--- src/rtl/abba_gen.sv ---
// abba_gen: emits the symbol word a,b,b,a on a 2-bit bus, repeated on request with optional separators.
// Build option ABBA_GEN_ERR_INJECT_EN adds an inject input that corrupts the final word to a,b,a,a.
module abba_gen #(
    parameter int GAP   = 2,
    parameter int CNT_W = 4
) (
    input  logic             clock,
    input  logic             rst_n,
    input  logic             start,
    input  logic [CNT_W-1:0] count,
`ifdef ABBA_GEN_ERR_INJECT_EN
    input  logic             inject,
`endif
    input  logic             ready,
    output logic [1:2]       x,
    output logic             valid,
    output logic             busy,
    output logic             done
);

    localparam int GAP_W = (GAP > 1) ? $clog2(GAP) : 1;

    localparam logic [1:0] SYM_A = 2'b00;
    localparam logic [1:0] SYM_B = 2'b01;
    localparam logic [1:0] SYM_D = 2'b11;

    typedef enum logic [1:0] {
        S_IDLE,
        S_SEND,
        S_GAP,
        S_DONE
    } state_t;

    state_t             state_q, state_d;
    logic [1:0]         idx_q, idx_d;
    logic [CNT_W-1:0]   words_q, words_d;
    logic [GAP_W-1:0]   gap_q, gap_d;
    logic [1:0]         x_q, x_d;
    logic               valid_q, valid_d;
    logic               busy_q, busy_d;
    logic               done_q, done_d;
    logic               accept;
    logic               corrupt_last;
    logic               last_word;

`ifdef ABBA_GEN_ERR_INJECT_EN
    logic               inj_q, inj_d;
    assign corrupt_last = inj_q;
`else
    assign corrupt_last = 1'b0;
`endif

    // Symbol at position idx of a word; a corrupted word swaps its third symbol from b to a.
    function automatic logic [1:0] word_sym(input logic [1:0] idx, input logic corrupt);
        logic [1:0] sym;
        case (idx)
            2'd0:    sym = SYM_A;
            2'd1:    sym = SYM_B;
            2'd2:    sym = corrupt ? SYM_A : SYM_B;
            default: sym = SYM_A;
        endcase
        return sym;
    endfunction

    assign accept    = valid_q & ready;
    assign last_word = (words_q == CNT_W'(1));

    always_comb begin
        state_d = state_q;
        idx_d   = idx_q;
        words_d = words_q;
        gap_d   = gap_q;
        x_d     = x_q;
        valid_d = valid_q;
        busy_d  = busy_q;
        done_d  = 1'b0;
`ifdef ABBA_GEN_ERR_INJECT_EN
        inj_d   = inj_q;
`endif
        case (state_q)
            S_IDLE: begin
                x_d     = SYM_D;
                valid_d = 1'b0;
                busy_d  = 1'b0;
                if (start) begin
                    words_d = count;
                    idx_d   = 2'd0;
                    gap_d   = '0;
                    busy_d  = 1'b1;
`ifdef ABBA_GEN_ERR_INJECT_EN
                    inj_d   = inject;
`endif
                    if (count != '0) begin
                        state_d = S_SEND;
                        x_d     = SYM_A;
                        valid_d = 1'b1;
                    end else begin
                        state_d = S_DONE;
                        done_d  = 1'b1;
                    end
                end
            end

            S_SEND: begin
                if (accept) begin
                    if (idx_q != 2'd3) begin
                        idx_d = idx_q + 2'd1;
                        x_d   = word_sym(idx_q + 2'd1, corrupt_last && last_word);
                    end else begin
                        idx_d   = 2'd0;
                        words_d = words_q - CNT_W'(1);
                        if (last_word) begin
                            state_d = S_DONE;
                            x_d     = SYM_D;
                            valid_d = 1'b0;
                            done_d  = 1'b1;
                        end else if (GAP > 0) begin
                            state_d = S_GAP;
                            gap_d   = '0;
                            x_d     = SYM_D;
                        end else begin
                            x_d = SYM_A;
                        end
                    end
                end
            end

            S_GAP: begin
                // Separators are counted only when the consumer takes them.
                if (accept) begin
                    if (gap_q == GAP_W'(GAP - 1)) begin
                        state_d = S_SEND;
                        idx_d   = 2'd0;
                        gap_d   = '0;
                        x_d     = SYM_A;
                    end else begin
                        gap_d = gap_q + GAP_W'(1);
                    end
                end
            end

            S_DONE: begin
                state_d = S_IDLE;
                x_d     = SYM_D;
                valid_d = 1'b0;
                busy_d  = 1'b0;
                done_d  = 1'b0;
            end

            default: begin
                state_d = S_IDLE;
                x_d     = SYM_D;
                valid_d = 1'b0;
                busy_d  = 1'b0;
            end
        endcase
    end

    always_ff @(posedge clock or negedge rst_n) begin
        if (!rst_n) begin
            state_q <= S_IDLE;
            idx_q   <= 2'd0;
            words_q <= '0;
            gap_q   <= '0;
            x_q     <= SYM_D;
            valid_q <= 1'b0;
            busy_q  <= 1'b0;
            done_q  <= 1'b0;
`ifdef ABBA_GEN_ERR_INJECT_EN
            inj_q   <= 1'b0;
`endif
        end else begin
            state_q <= state_d;
            idx_q   <= idx_d;
            words_q <= words_d;
            gap_q   <= gap_d;
            x_q     <= x_d;
            valid_q <= valid_d;
            busy_q  <= busy_d;
            done_q  <= done_d;
`ifdef ABBA_GEN_ERR_INJECT_EN
            inj_q   <= inj_d;
`endif
        end
    end

    assign x     = x_q;
    assign valid = valid_q;
    assign busy  = busy_q;
    assign done  = done_q;

endmodule
--- config.mk ---
export PLATFORM = sky130hd
export DESIGN_NAME = abba_gen
export DESIGN_NICKNAME = d
export VERILOG_FILES = /design/src/rtl/abba_gen.sv
export SDC_FILE = /design/constraint.sdc
export NUM_CORES = 1
export LEC_CHECK = 0
export CAP_MARGIN = 15
export CORE_UTILIZATION = 25
export DETAILED_ROUTE_END_ITERATION = 8
export PLACE_DENSITY = 0.54
export SLEW_MARGIN = 10
export SYNTH_ARGS = -nofsm -noshare
export SYNTH_HDL_FRONTEND = slang
export SYNTH_SLANG_ARGS = --single-unit
--- constraint.sdc ---
create_clock -name clock -period 2.9 [get_ports clock]
set_clock_uncertainty 0.15 [all_clocks]
set_input_delay 0.58 -clock clock [delete_from_list [all_inputs] [get_ports clock]]
set_output_delay 0.58 -clock clock [all_outputs]
set_load 0.01 [all_outputs]
==> impl_results.md <==
* Clock sink count at 14
* Routed met3 length at 120 um
* Antenna cells at 0
* Via count at 811
* Post-route ant nets at 0
* Fraction of layout cells with a size suffix above 1 at 14.4%
* Largest cells by area after synthesis: dfrtp_1 31%, ha_1 12%, dfstp_2 5.4%
* First-pass GRT wire length at 3650 um
* Fill count at 402
* Root buf cell: clkbuf_8
* Final Setup Violations at 0
* Syn-to-layout area delta at 23.2%
* Num ports at 13
* CP Class: register to register
* Final Wtd Congestion at 0.792
* Cell variety after synth at 36
* DR WL/cell at 12.5 um
* VDD IR max at 471 uV
* Post-Synthesis Cells at 103
* Worst-Margin Slew at 663 ps
* Final worst-path cycle share at 75.6%
* Crit path required time at 2900 ps
* RSZ-0062 raised after global routing: false
* Post-CTS sizing at 0
* Leakage power at 0.508 nW
* Cell with the most instances after synthesis: nand2_1
* Starting DRT DRC Count at 40
* Max-cap violations at 0
* CP max FO at 16
* Max-slew headroom at 55.7%
* Synthesis Warnings at 0
* Die Ht at 64.3 um
* Synthesized flop and latch total at 14
* Post-layout min period at 2190 ps
* Core Area at 3690 um^2
* Arr. time, crit path at 2190 ps
* Fin. max-slew vios at 0
* Die area at 4140 um^2
* Worst setup EP type: register
* Top Metal Used: met4
* Port Buffer Count at 12
* CP startpoint kind: register
* Post-synth top area share at 30.9%
* Via/cell ratio at 4.89
* Largest net degree at the start of global routing at 17
* Hold_buf cts at 0
* Worst min-delay path category: register to register
* Post-synth top area cell: dfrtp_1
* Vias in the first global route at 784
* CTS Buf Count at 3
* Final HPWL DP at 1580 um
* Die width at 64.3 um
* Starting Density at 26.3%
* H-tree depth at 1
* DRC at 0
* Fmax at 0.456 GHz
* PwrDens at 1060 nW/um^2
* Routed wire length at 2080 um
* DRT Pass-1 Iters at 4
* GR Overflow Total at 0
* Nets at 136
* Post-synth EDFFs at 0
* Placement row count at 22
* Metal-1 WL at 1020 um
* Post-Syn Area at 971 um^2
* Dominant synthesized flop cell: dfrtp_1
* Final hold violation count at 0
* Sequential area share after synthesis at 36.3%
* CTS tree: done
* DR WL met2 at 915 um
* Syn Nets at 120
* Async SR Flop Fraction at 100%
* Total design power at 0.00127 W
* Antenna violations before repair at 0
* CTS max path bufs at 2
* Number of setup buffers added after CTS at 0
* Post-synth top cells: 13 x nand2_1, 12 x dfrtp_1, 9 x ha_1, 9 x nor2_1, 7 x inv_1
* Status: finished clean
* Total negative slack at 0 ps
* Clock latency on the worst-skew pair at 260 ps
* Avg Inst Size Synth at 9.43 um^2
* Clock transition at the registers of the reported paths at 70 ps
* GRT Overall Usage at 11.7%
kinds of logic after synthesis:
| group | synth area share [%] |
|---|---|
| simple gates | 22.9 |
| mux | 5.67 |
| compound gates | 18.9 |
| buf+inv | 4.51 |
| fa+ha+maj | 11.6 |
| flops | 36.3 |
per-layer routing:
layer	GRT usage [%]	up-vias
li1	-	403
met5	0	-
met1	15.6	383
met3	3.75	4
met4	4.17	0
met2	17.6	21
sequential cells by signal, summed over array words and instances (netlist names):
signal   count
busy         1
done         1
gap_q        1
idx_q        2
state_q      2
valid        1
words_q      4
x            2
final timing paths:
path | startpoint | end | slack, ps | cells after the start
worst max register to register | state_q[1] | idx_q[1] | 710 | 6
worst min-delay path | busy | busy | 340 | 2
worst max-delay path | state_q[1] | idx_q[1] | 710 | 6
min in group asynchronous | rst_n | gap_q | 580 | 1
max in group asynchronous | rst_n | idx_q[0] | 1590 | 1
worst min register to register | busy | busy | 340 | 2
layout make-up:
| type | count | area [um^2] | area share, % |
|---|---|---|---|
| repair buffers | 13 | 128 | 10.7 |
| well taps | 48 | 60.1 | 5.02 |
| clock buffers | 4 | 55.1 | 4.60 |
| flip-flops and latches | 14 | 353 | 29.5 |
| inverters | 7 | 26.3 | 2.20 |
| multi-input cells | 80 | 574 | 48.0 |
placed cells by master (no fill, tap or decap), types with 2 or more instances in the layout:
cell type        Yosys  final
nand3_1              2      2
dfrtp_1             12     12
o21ai_0              5      5
nor3_2               2      2
nand2b_1             5      5
dfstp_2              2      2
clkbuf_8             1      4
nor4_1               2      2
nand2_1             13     13
a22o_2               2      2
inv_1                7      7
mux2i_1              4      4
a21oi_1              6      6
o22ai_1              2      2
nor2_1               9      9
clkdlybuf4s50_1      0     12
ha_1                 9      9
critical path: stages (launching register included):
cell and delay [ps]:
dfrtp_1 440, inv_1 100, ha_1 500, nor2_1 110, a31oi_1 360, nor3_2 110
mux2_4 310
power breakdown:
part / switching, W / internal, W / total (W)
clock: 0.0000813 / 0.000121 / 0.000202
sequential: 0.0000924 / 0.000296 / 0.000389
combinational: 0.000361 / 0.000317 / 0.000678
total: 0.000535 / 0.000734 / 0.00127
through the flow:
stage	utilization [%]	cell area [um^2]	setup WS, ps	hold slack, ps	std cells
after detailed placement	30.9	1140	622	329	162
after CTS	32.4	1200	705	340	166
after global routing	32.4	1200	545	378	166
after global placement	30.9	1140	660	321	162
final	32.4	1200	707	338	166
after floorplan	-	971	1090	134	103
(Power assumes the default switching activity.)
